## src/rtl/approx_metrics_pkg.sv

```systemverilog
// Shared defaults, state encoding and reference limits for the approximate-adder
// error-metric accumulator.
package approx_metrics_pkg;

    localparam int unsigned DEF_WIDTH = 8;
    localparam int unsigned DEF_CNT_W = 2 * DEF_WIDTH + 1;
    localparam int unsigned DEF_ACC_W = 2 * DEF_WIDTH + 4 + DEF_CNT_W;
    localparam int unsigned MAX_ERR   = (2 ** (DEF_WIDTH + 1)) - 1;

    typedef enum logic [1:0] {
        IDLE  = 2'd0,
        RUN   = 2'd1,
        DRAIN = 2'd2,
        DONE  = 2'd3
    } state_t;

endpackage

```

## src/rtl/approx_err_stage.sv

```systemverilog
// Combinational per-beat compute: exact sum, signed error of the approximate sum,
// its magnitude and a nonzero flag.
module approx_err_stage #(
    parameter int unsigned WIDTH = 8
) (
    input  logic [WIDTH-1:0] in_a,
    input  logic [WIDTH-1:0] in_b,
    input  logic [WIDTH:0]   in_approx,
    output logic [WIDTH+1:0] err,
    output logic [WIDTH+1:0] abs_err,
    output logic             nonzero
);

    logic [WIDTH:0]   exact;
    logic [WIDTH+1:0] exact_x;
    logic [WIDTH+1:0] approx_x;

    always_comb begin
        exact    = {1'b0, in_a} + {1'b0, in_b};
        exact_x  = {1'b0, exact};
        approx_x = {1'b0, in_approx};
        // Both operands are non-negative and one bit narrower, so the difference never overflows.
        err      = approx_x - exact_x;
        abs_err  = err[WIDTH+1] ? ((WIDTH+2)'(0) - err) : err;
        nonzero  = |err;
    end

endmodule

```

## src/rtl/approx_err_accum.sv

```systemverilog
// Streaming error-metric accumulator: counts and sums signed, absolute and squared
// error of an approximate adder through a two-stage, non-stalling pipeline.
module approx_err_accum
    import approx_metrics_pkg::*;
#(
    parameter int unsigned WIDTH = DEF_WIDTH,
    parameter int unsigned CNT_W = 2 * WIDTH + 1,
    parameter int unsigned ACC_W = 2 * WIDTH + 4 + CNT_W
) (
    input  logic             clk,
    input  logic             rst_n,
    input  logic             start,
    input  logic [CNT_W-1:0] num_samples,
    input  logic             in_valid,
    output logic             in_ready,
    input  logic [WIDTH-1:0] in_a,
    input  logic [WIDTH-1:0] in_b,
    input  logic [WIDTH:0]   in_approx,
    output logic             busy,
    output logic             done,
    output logic [CNT_W-1:0] err_count,
    output logic [ACC_W-1:0] err_sum,
    output logic [ACC_W-1:0] abs_err_sum,
    output logic [ACC_W-1:0] sq_err_sum,
    output logic [WIDTH+1:0] max_abs_err,
    output logic             overflow
);

    localparam int unsigned E_W  = WIDTH + 2;
    localparam int unsigned SQ_W = 2 * WIDTH + 4;

    state_t           state;
    logic [CNT_W-1:0] ns_q;
    logic [CNT_W-1:0] accepted;
    logic             accept;

    logic [E_W-1:0]   st_err;
    logic [E_W-1:0]   st_abs;
    logic             st_nz;

    logic             v1, v2;
    logic [E_W-1:0]   err1, abs1, err2, abs2;
    logic             nz1, nz2;
    logic [SQ_W-1:0]  sq2;

    logic [CNT_W-1:0] cnt_nx;
    logic             cnt_c;
    logic [ACC_W-1:0] err_ext, err_nx;
    logic             err_ovf;
    logic [ACC_W-1:0] abs_nx, sq_nx;
    logic             abs_c, sq_c;

    assign in_ready = (state == RUN) && (accepted < ns_q);
    assign busy     = (state == RUN) || (state == DRAIN);
    assign done     = (state == DONE);
    // A restart edge discards any beat presented alongside it.
    assign accept   = in_valid && in_ready && !start;

    approx_err_stage #(.WIDTH(WIDTH)) u_stage (
        .in_a      (in_a),
        .in_b      (in_b),
        .in_approx (in_approx),
        .err       (st_err),
        .abs_err   (st_abs),
        .nonzero   (st_nz)
    );

    always_comb begin
        {cnt_c, cnt_nx} = {1'b0, err_count} + (CNT_W + 1)'(nz2);
        err_ext         = {{(ACC_W - E_W){err2[E_W-1]}}, err2};
        err_nx          = err_sum + err_ext;
        err_ovf         = (err_sum[ACC_W-1] == err_ext[ACC_W-1]) &&
                          (err_nx[ACC_W-1] != err_sum[ACC_W-1]);
        {abs_c, abs_nx} = {1'b0, abs_err_sum} + (ACC_W + 1)'(abs2);
        {sq_c, sq_nx}   = {1'b0, sq_err_sum} + (ACC_W + 1)'(sq2);
    end

    always_ff @(posedge clk or negedge rst_n) begin
        if (!rst_n) begin
            state    <= IDLE;
            ns_q     <= '0;
            accepted <= '0;
        end else if (start) begin
            state    <= RUN;
            ns_q     <= num_samples;
            accepted <= '0;
        end else begin
            if (accept)
                accepted <= accepted + CNT_W'(1);
            case (state)
                RUN:     if (accepted == ns_q) state <= DRAIN;
                DRAIN:   if (!v1 && !v2) state <= DONE;
                default: state <= state;
            endcase
        end
    end

    always_ff @(posedge clk or negedge rst_n) begin
        if (!rst_n) begin
            v1 <= 1'b0; v2 <= 1'b0;
            err1 <= '0; abs1 <= '0; nz1 <= 1'b0;
            err2 <= '0; abs2 <= '0; nz2 <= 1'b0; sq2 <= '0;
            err_count <= '0; err_sum <= '0; abs_err_sum <= '0; sq_err_sum <= '0;
            max_abs_err <= '0; overflow <= 1'b0;
        end else if (start) begin
            v1 <= 1'b0; v2 <= 1'b0;
            err1 <= '0; abs1 <= '0; nz1 <= 1'b0;
            err2 <= '0; abs2 <= '0; nz2 <= 1'b0; sq2 <= '0;
            err_count <= '0; err_sum <= '0; abs_err_sum <= '0; sq_err_sum <= '0;
            max_abs_err <= '0; overflow <= 1'b0;
        end else begin
            v1 <= accept;
            if (accept) begin
                err1 <= st_err;
                abs1 <= st_abs;
                nz1  <= st_nz;
            end
            v2 <= v1;
            if (v1) begin
                err2 <= err1;
                abs2 <= abs1;
                nz2  <= nz1;
                sq2  <= SQ_W'(abs1) * SQ_W'(abs1);
            end
            if (v2) begin
                err_count   <= cnt_nx;
                err_sum     <= err_nx;
                abs_err_sum <= abs_nx;
                sq_err_sum  <= sq_nx;
                if (abs2 > max_abs_err)
                    max_abs_err <= abs2;
                if (cnt_c || err_ovf || abs_c || sq_c)
                    overflow <= 1'b1;
            end
        end
    end

endmodule

```

## config.mk

```make
export PLATFORM = sky130hd
export DESIGN_NAME = approx_err_accum
export DESIGN_NICKNAME = d
export VERILOG_FILES = /design/src/rtl/approx_metrics_pkg.sv /design/src/rtl/approx_err_stage.sv /design/src/rtl/approx_err_accum.sv
export SDC_FILE = /design/constraint.sdc
export NUM_CORES = 1
export LEC_CHECK = 0
export ABC_AREA = 0
export BUFFER_PORTS_ARGS = -buffer_cell sky130_fd_sc_hd__buf_2
export CAP_MARGIN = 15
export CORE_ASPECT_RATIO = 0.5
export CORE_MARGIN = 4
export CORE_UTILIZATION = 60
export DETAILED_ROUTE_END_ITERATION = 8
export GPL_TIMING_DRIVEN = 1
export HOLD_SLACK_MARGIN = 0.02
export PLACE_DENSITY = 0.78
export SLEW_MARGIN = 20
export SYNTH_ARGS = -nofsm -noshare
export SYNTH_HDL_FRONTEND = slang
export SYNTH_SLANG_ARGS = --single-unit
```

## constraint.sdc

```tcl
create_clock -name clk -period 7.29 [get_ports clk]
set_clock_uncertainty 0.2 [all_clocks]
set_input_delay 2.187 -clock clk [delete_from_list [all_inputs] [get_ports clk]]
set_output_delay 2.187 -clock clk [all_outputs]
set_load 0.02 [all_outputs]
```

==> Word-level counts from Yosys, hierarchy flattened <==
Index checks and enable logic that the tools add are counted.
{ "op_classes": {"addsub": 8, "multipliers": 1, "order_cmp": 2, "n_eq_ne": 8, "reduce_logical": 22, "mux": 37} }
{ "ops": {"columns": ["cell", "count"], "rows": [
  ["two-way mux 37 bit", 6],
  ["two-way mux 10 bit", 12],
  ["two-way mux 17 bit", 4],
  ["two-way mux 20 bit", 2],
  ["adder 37 x 10 -> 38 bit", 1],
  ["adder 37 x 20 -> 38 bit", 1],
  ["adder 37 bit", 1],
  ["multiplier 10 x 10 -> 20 bit", 1],
  ["adder 17 x 1 -> 18 bit", 1],
  ["adder 17 x 1 -> 17 bit, second input constant", 1],
  ["== test 17 bit", 1],
  ["less-than comparator 17 bit", 1],
  ["> comparator 10 bit", 1],
  ["nonzero test 2 bit", 5],
  ["OR reduction 10 bit", 1],
  ["subtractor 1 x 10 -> 10 bit, first input constant", 1],
  ["subtractor 9 x 9 -> 10 bit", 1],
  ["adder 8 x 8 -> 9 bit", 1],
  ["two-way mux 1 bit", 9],
  ["two-way mux 2 bit", 3],
  ["inequality test 3 x 2 -> 1 bit, second input constant", 2],
  ["logical AND 1 bit", 5],
  ["== test 2 bit, second input constant", 2],
  ["logical OR 1 bit", 4],
  ["other kinds (8)", 11]
]} }
{ "word_totals": {"elab_cells": 96, "inputBits": 46, "output_inout_bits": 142, "reg_bits": 239} }

==> Longest topological paths before layout <==
Gate-level depths: netlist of the first run.
{ "logic_depth": {"depth_word": 9, "mapped_depth": 21} }

==> By module <==
A second synthesis of the first run with hierarchy kept.
{ "unflattened": {"hier_cells": 2024, "hier_area_um2": 18210.0} }
{ "modules_own_cells": {"columns": ["module", "seq_area_each_um2", "cells_each", "area_per_inst_um2", "n_inst"], "rows": [
  ["approx_err_accum", 5930.7, 1916, 17372.9, 1],
  ["approx_err_stage", 0.0, 108, 837.1, 1]
]} }

==> Worst setup path after synthesis of the first run <==
Ideal clock, no wire load.
{ "synth_path": {"path_kind": "reg2reg", "startpoint": "register abs1[6]", "endpoint": "register sq2[19]", "path_slack_ns": 1.982, "arrival_ns": 5.014, "stages_incl_launch_ff": 21, "synth_period_minus_slack_ns": 5.308, "setup_ns": 0.094, "cell_sequence": "dfrtp_1 -> clkbuf_1 -> and2_1 -> fa_1 -> ha_1 -> inv_1 -> fa_1 -> inv_1 -> fa_1 -> inv_1 -> fa_1 -> inv_1 -> ha_1 -> a21oi_1 -> nand3_1 -> o21ai_0 -> a31oi_1 -> a211oi_1 -> a21oi_1 -> xnor2_1 -> a211oi_1"} }
{ "synth_via": {"elab_chain_len": 3} }
{ "synth_rtl": {"columns": ["item", "line_no", "source"], "rows": [
  ["start: declaration", "approx_err_accum.sv:42", "logic [E_W-1:0] err1, abs1, err2, abs2;"],
  ["start signal: assignment", "approx_err_accum.sv:115", "abs1 <= st_abs;"],
  ["multiplier 10 x 10 -> 20 bit", "approx_err_accum.sv:123", "sq2 <= SQ_W'(abs1) * SQ_W'(abs1);"],
  ["two-way mux 20 bit", "approx_err_accum.sv:119", "if (v1) begin"],
  ["two-way mux 20 bit", "approx_err_accum.sv:105", "end else if (start) begin"],
  ["end signal: assignment", "approx_err_accum.sv:123", null],
  ["end: declaration", "approx_err_accum.sv:44", "logic [SQ_W-1:0] sq2;"]
]} }
Every way passes these cells. The select of a mux whose other input is x is not followed.
A chain may end at the register's enable or synchronous reset.

==> Worst setup path in the final report of the first run <==
Same ends and word-level chain as after synthesis.

==> results of run 1 <==
flip-flops by register name (all words and copies together), names as in the netlist, 17 cells and up:
signal       count
err_sum         37
err_count       17
abs_err_sum     37
accepted        17
ns_q            17
sq_err_sum      37
sq2             18
layout make-up:
cell class | count | area [um2]
inverter | 147 | 551.8
sequential | 235 | 5883
clock buffer | 36 | 726.9
tap | 382 | 478.0
timing repair buffer | 198 | 1067
multi-input combinational | 1476 | 10760
fill | 2296 | 8651
clock inverter | 7 | 70.07
metrics by stage:
step	power [mW]	util, %
floorplan	2.552	-
global placement	2.866	66.39
detailed placement	2.895	66.39
CTS	4.173	69.22
global route	4.444	69.31
finish	4.156	69.31
path summary, 6_finish.rpt:
kind / start / endpoint / slack, ns / depth (start not counted)
setup reg to reg: abs1[6] / sq2[19] / 1.48 / 19
max in group asynchronous: rst_n / v1 / 4.26 / 3
setup / recovery: abs1[6] / sq2[19] / 1.48 / 19
hold reg to reg: err_sum[28] / err_sum[28] / 0.31 / 2
hold / removal: err_sum[28] / err_sum[28] / 0.31 / 2
min in group asynchronous: rst_n / err_sum[31] / 1.31 / 1
layout by cell type (no fill, tap or decap), types with 10 or more instances in the layout:
master and instances:
dfrtp_1 233, nor2_1 219, buf_2 185, ha_1 160, nand2_1 154, inv_1 146
a21oi_1 122, xnor2_1 83, o21ai_0 83, mux2i_1 63, fa_1 57, a21o_1 49
xor2_1 48, nand3_1 40, and2_1 36, nand4_1 35, nor3_1 33, a211oi_1 31
and3_1 25, clkbuf_16 25, or3_1 21, o21a_1 19, nor2b_1 15, o21bai_1 14
o211ai_1 13, nand2b_1 11, o31ai_1 10
worst max-delay path: stages (launching register included):
cell      delay [ns]
dfrtp_1         0.60
and2_1          0.23
fa_1            0.42
ha_1            0.29
inv_1           0.05
fa_1            0.53
inv_1           0.06
fa_1            0.53
inv_1           0.05
fa_1            0.53
inv_1           0.04
ha_1            0.37
a21oi_1         0.17
nand3_1         0.10
o21ai_0         0.32
a31oi_1         0.24
a211oi_1        0.39
a21oi_1         0.14
xnor2_1         0.16
a211oi_1        0.27
power groups by stage:
stage          Clock [mW]  Combinational, mW  Sequential (mW)
2_1_floorplan           0               1.08             1.47
3_3_place_gp            0               1.33             1.54
3_5_place_dp            0               1.35             1.55
4_1_cts              1.29               1.36             1.52
5_1_grt              1.34               1.56             1.54
6_report             1.27               1.36             1.53
cells by family after synthesis:
| group | share of synthesized area, % |
|---|---|
| fa+ha+maj | 17.95 |
| simple gates | 17.14 |
| mux | 3.988 |
| xor+xnor | 6.553 |
| buf+inv | 4.981 |
| compound gates | 15.79 |
| flops | 33.59 |
per-layer routing:
metal	vias to the layer above	global-route usage (%)	wire, um
li1	7060	-	-
met1	7024	38.43	20250
met2	354	41.63	18650
met3	65	4.060	2308
met4	0	5.537	892
met5	-	0	0
==> run summary, run 1 <==
status - finished clean
post-DP HPWL - 30.69 mm
worst-path maximum fanout - 12
H-tree depth - 1
Crit Path Class - register to register
setup TNS - 0 ns
Power per Cell Area - 212.7 mW/mm2
Clock Tree Buf Depth - 3
Syn Nets - 2200
WHS - 0.3113 ns
wire per inst - 16.97 um
slew margin rel. - 32.54%
Leak - 10.01 nW
Syn Inst Count - 1937
latest clock arrival within the worst-skew pair - 0.54 ns
# DRC - 0
internal power - 2.656 mW
hold_buf cts - 0
io pins - 188
Slew Limit Fails - 0
final RePlAce weighted congestion - 0.9003
Synth area leaders - dfrtp_1, ha_1, fa_1
Fmax - 172.2 MHz
first-pass GRT wire length - 70.15 mm
Worst setup SP type - register
EDFF count, synth - 0
Sink Count - 235
Final setup violation count - 0
Antenna Violating Nets Remaining - 0
register bit total from synthesis - 235
CTS tree - yes
Least-Margin Pin Slew - 1.012 ns
Die X - 249.6 um
post-route cell area - 0.01954 mm2
vias per inst - 5.846
GRT Residual Overflow - 0
part of the power in combinational logic - 32.8%
largest net degree at the start of global routing - 131
maxcap violations - 0
Hold Path Class - register to register
area grow syn2layout - 11.61%
most common cell in the synthesized netlist - dfrtp_1
fin nets - 2345
gr usage total - 26.12%
postcts setup bufs - 0
WP data required - 7.52 ns
drt first pass iters - 6
post-synthesis async set-or-reset flop share - 100.0%
clock network fraction of total power - 30.5%
# diodes - 0
CTS root buffer - clkbuf_16
ys flop type - dfrtp_1
CTS buffer count - 24
sw frac - 36.09%
Final period util - 79.64%
Die Area - 0.03214 mm2
post-layout min period - 5.806 ns
synth warn - 0
crit end category - register
Arr. time, crit path - 6.04 ns
Yosys top cell area share - 33.59%
Resize count post-CTS - 0
placed cells - 2437
sequential share of power - 36.7%
RSZ-0062 raised after global routing - false
Initial Util - 62.10%
vias - 14500
DP Area - 0.01872 mm2
number of distinct library cells after synthesis - 76
sequential share of the synthesized area - 33.59%
syn_area_per_cell - 9.039 um2
die height - 128.8 um
vias in the first global route - 13680
VDD IR max - 0.1360 mV
setup ws final - 1.484 ns
initial antenna violation count - 0
Non-Filler Instances - 2481
cell taking the most area after synthesis - dfrtp_1
number of core rows - 43
I/O Buffers - 187
share of cells above drive strength 1 - 12.39%
DRT iter0 DRCs - 1025
Worst-path clk slew - 0.07 ns
most frequent cells after synthesis - dfrtp_1, nor2_1, ha_1
Sw Pwr - 1.500 mW
Core ar. - 0.02819 mm2
DRT Wirelength - 42.10 mm
Place WS - 1.599 ns
Syn Std Cell Area - 0.01751 mm2
Fin. Hold Viols - 0
Note: power is estimated with default switching activity, not from simulation.
==> run 2, diff against run 1 <==
- CORE_UTILIZATION: 60 -> 55
- PLACE_DENSITY: 0.78 -> 0.75
- clock period: 7.29 -> 4.81 ns (I/O delays scaled with it)
==> run summary, run 2 (synthesized netlist as in run 1, its figures left out) <==
VDD IR max - 0.2295 mV (was 0.1360 mV)
Fill cells - 2567 (was 2296)
CTS buffer count - 23 (was 24)
Arr. time, crit path - 5.27 ns (was 6.04 ns)
number of core rows - 45 (was 43)
vias per inst - 5.721 (was 5.846)
RSZ-0062 raised after global routing - true (was false)
Initial Util - 56.74% (was 62.10%)
crit end category - register (unchanged)
io pins - 188 (unchanged)
DRT Wirelength - 44.60 mm (was 42.10 mm)
Max stage delay on crit path - 0.56 ns (was 0.60 ns)
Power per Cell Area - 336.2 mW/mm2 (was 212.7 mW/mm2)
Die Area - 0.03492 mm2 (was 0.03214 mm2)
Slew Limit Fails - 0 (unchanged)
share of cells above drive strength 1 - 18.66% (was 12.39%)
maxcap violations - 0 (unchanged)
violated checks - negative setup slack
I/O Buffers - 187 (unchanged)
gr usage total - 25.44% (was 26.12%)
critical path's top delay family - adder cells (unchanged)
vias - 14870 (was 14500)
worst-path maximum fanout - 7 (was 12)
Multi-input gate area - 0.01109 mm2 (was 0.01076 mm2)
CP max-delay cell - fa_1 (was dfrtp_1)
Clock Tree Buf Depth - 3 (unchanged)
Power Total - 6.894 mW (was 4.156 mW)
setup ws final - -0.1883 ns (was 1.484 ns)
Top cell by count, worst path - fa_1
largest registers - abs_err_sum x37, err_sum x37, sq_err_sum x37 (unchanged)
Non-Filler Instances - 2599 (was 2481)
commonest non-fill, non-tap cell in the layout - dfrtp_1 (unchanged)
Hold Path Class - register to register (unchanged)
final RePlAce weighted congestion - 0.8989 (was 0.9003)
latest clock arrival within the worst-skew pair - 0.54 ns (about the same)
Final setup violation count - 6 (was 0)
DRT iter0 DRCs - 1022 (was 1025)
CTS tree - yes (unchanged)
post-DP HPWL - 33.04 mm (was 30.69 mm)
status - finished, violations left (was finished clean)
Fin. Hold Viols - 0 (unchanged)
slew margin rel. - 40.38% (was 32.54%)
worst-path cell chain - buf_4 > nand2_4 > inv_2 > fa_1 > fa_1 > ha_1 > fa_1 > inv_1 > fa_1 > inv_2 > ha_4 > nand4_1 > a21oi_2 > o21ai_4 > buf_4 > buf_4 > nand2b_1 > a21oi_2 > xnor2_1 > mux2i_1 > nor2_1 (was and2_1 > fa_1 > ha_1 > inv_1 > fa_1 > inv_1 > fa_1 > inv_1 > fa_1 > inv_1 > ha_1 > a21oi_1 > nand3_1 > o21ai_0 > a31oi_1 > a211oi_1 > a21oi_1 > xnor2_1 > a211oi_1)
Sink Count - 235 (unchanged)
initial antenna violation count - 0 (unchanged)
DR WL met2 - 20.54 mm (was 18.65 mm)
DR top layer - met4 (unchanged)
H-tree depth - 1 (unchanged)
GRT Residual Overflow - 0 (unchanged)
wire per inst - 17.16 um (was 16.97 um)
Final period util - 103.9% (was 79.64%)
Die X - 260.3 um (was 249.6 um)
Leak - 10.40 nW (was 10.01 nW)
# DRC - 0 (unchanged)
Least-Margin Pin Slew - 0.8926 ns (was 1.012 ns)
commonest non-fill, non-tap cells in the layout - dfrtp_1, nor2_1, buf_2 (unchanged)
first-pass GRT wire length - 73.77 mm (was 70.15 mm)
Crit Path Class - register to register (unchanged)
drt first pass iters - 6 (unchanged)
# diodes - 0 (unchanged)
largest net degree at the start of global routing - 148 (was 131)
placed cells - 2545 (was 2437)
fin nets - 2427 (was 2345)
metal3 WL - 1.834 mm (was 2.308 mm)
die height - 134.2 um (was 128.8 um)
Crit path buffers/inverters - 6 (was 4)
CTS root buffer - clkbuf_16 (unchanged)
vias in the first global route - 14400 (was 13680)
post-layout min period - 4.998 ns (was 5.806 ns)
hold_buf cts - 0 (unchanged)
Fmax - 200.1 MHz (was 172.2 MHz)
area grow syn2layout - 17.11% (was 11.61%)
Core ar. - 0.03085 mm2 (was 0.02819 mm2)
WP data required - 5.08 ns (was 7.52 ns)
Worst-path clk slew - 0.06 ns (was 0.07 ns)
Antenna Violating Nets Remaining - 0 (unchanged)
Sequential cell area - 0.005893 mm2 (was 0.005883 mm2)
M1 WL - 21.30 mm (was 20.25 mm)
Worst setup SP type - register (unchanged)
==> run 2: what timing repair did <==
action,in CTS,in global routing
hold endpoints to repair,0,0
resized for setup,45,15
pin swaps,20,34
setup buffers,9,9
setup endpoints to repair,9,9
==> run 2: metal layers <==
metal / GRT usage, % / vias to the layer above
met1: 37.13 / 7295
met3: 3.320 / 60
met2: 40.99 / 290
met4: 5.448 / 0
met5: 0 / -
li1: - / 7223
==> run 2: layout make-up <==
| type | count | area share (%) |
|---|---|---|
| Clock buffer | 33 | 3.137 |
| Clock inverter | 4 | 0.3112 |
| Inverter | 147 | 2.691 |
| Multi-Input combinational cell | 1476 | 54.10 |
| Sequential cell | 235 | 28.74 |
| Tap cell | 423 | 2.581 |
| Timing Repair Buffer | 281 | 8.434 |
==> run 2: final timing paths <==
| kind | start | to | slack (ns) | depth (start not counted) |
|---|---|---|---|---|
| min in group asynchronous | rst_n | abs_err_sum[30] | 0.76 | 1 |
| worst min-delay path | err_sum[19] | err_sum[19] | 0.31 | 2 |
| worst min register to register | err_sum[19] | err_sum[19] | 0.31 | 2 |
| worst max-delay path | abs1[4] | sq2[11] | -0.19 | 21 |
| worst max register to register | abs1[4] | sq2[11] | -0.19 | 21 |
| max in group asynchronous | rst_n | err_sum[17] | 2.69 | 2 |
==> run 2: tightest hold or removal path, stage by stage (launching register included) <==
cell and delay, ns:
dfrtp_1 0.36, nand2_1 0.05, o21ai_0 0.06
==> run 2: stage by stage <==
stage               setup TNS, ns  instance area [um2]  worst slack (ns)  util (%)  hold WS (ns)
floorplan                 -0.1371                17710          -0.06800         -        0.2630
global placement          -0.7674                19410           -0.1562     62.90        0.2876
detailed placement         -1.604                19410           -0.2655     62.90        0.3030
CTS                       -0.3055                20380          -0.08274     66.07        0.3175
global route               -2.109                20500           -0.3201     66.45        0.3325
finish                    -0.7734                20500           -0.1883     66.45        0.3093
==> run 2: where the power goes <==
part | switching, mW | internal [mW] | total, mW | leakage [nW]
Clock | 0.813 | 0.986 | 1.80 | 0.345
Sequential | 0.199 | 2.11 | 2.30 | 3.21
Combinational | 1.51 | 1.28 | 2.79 | 6.84
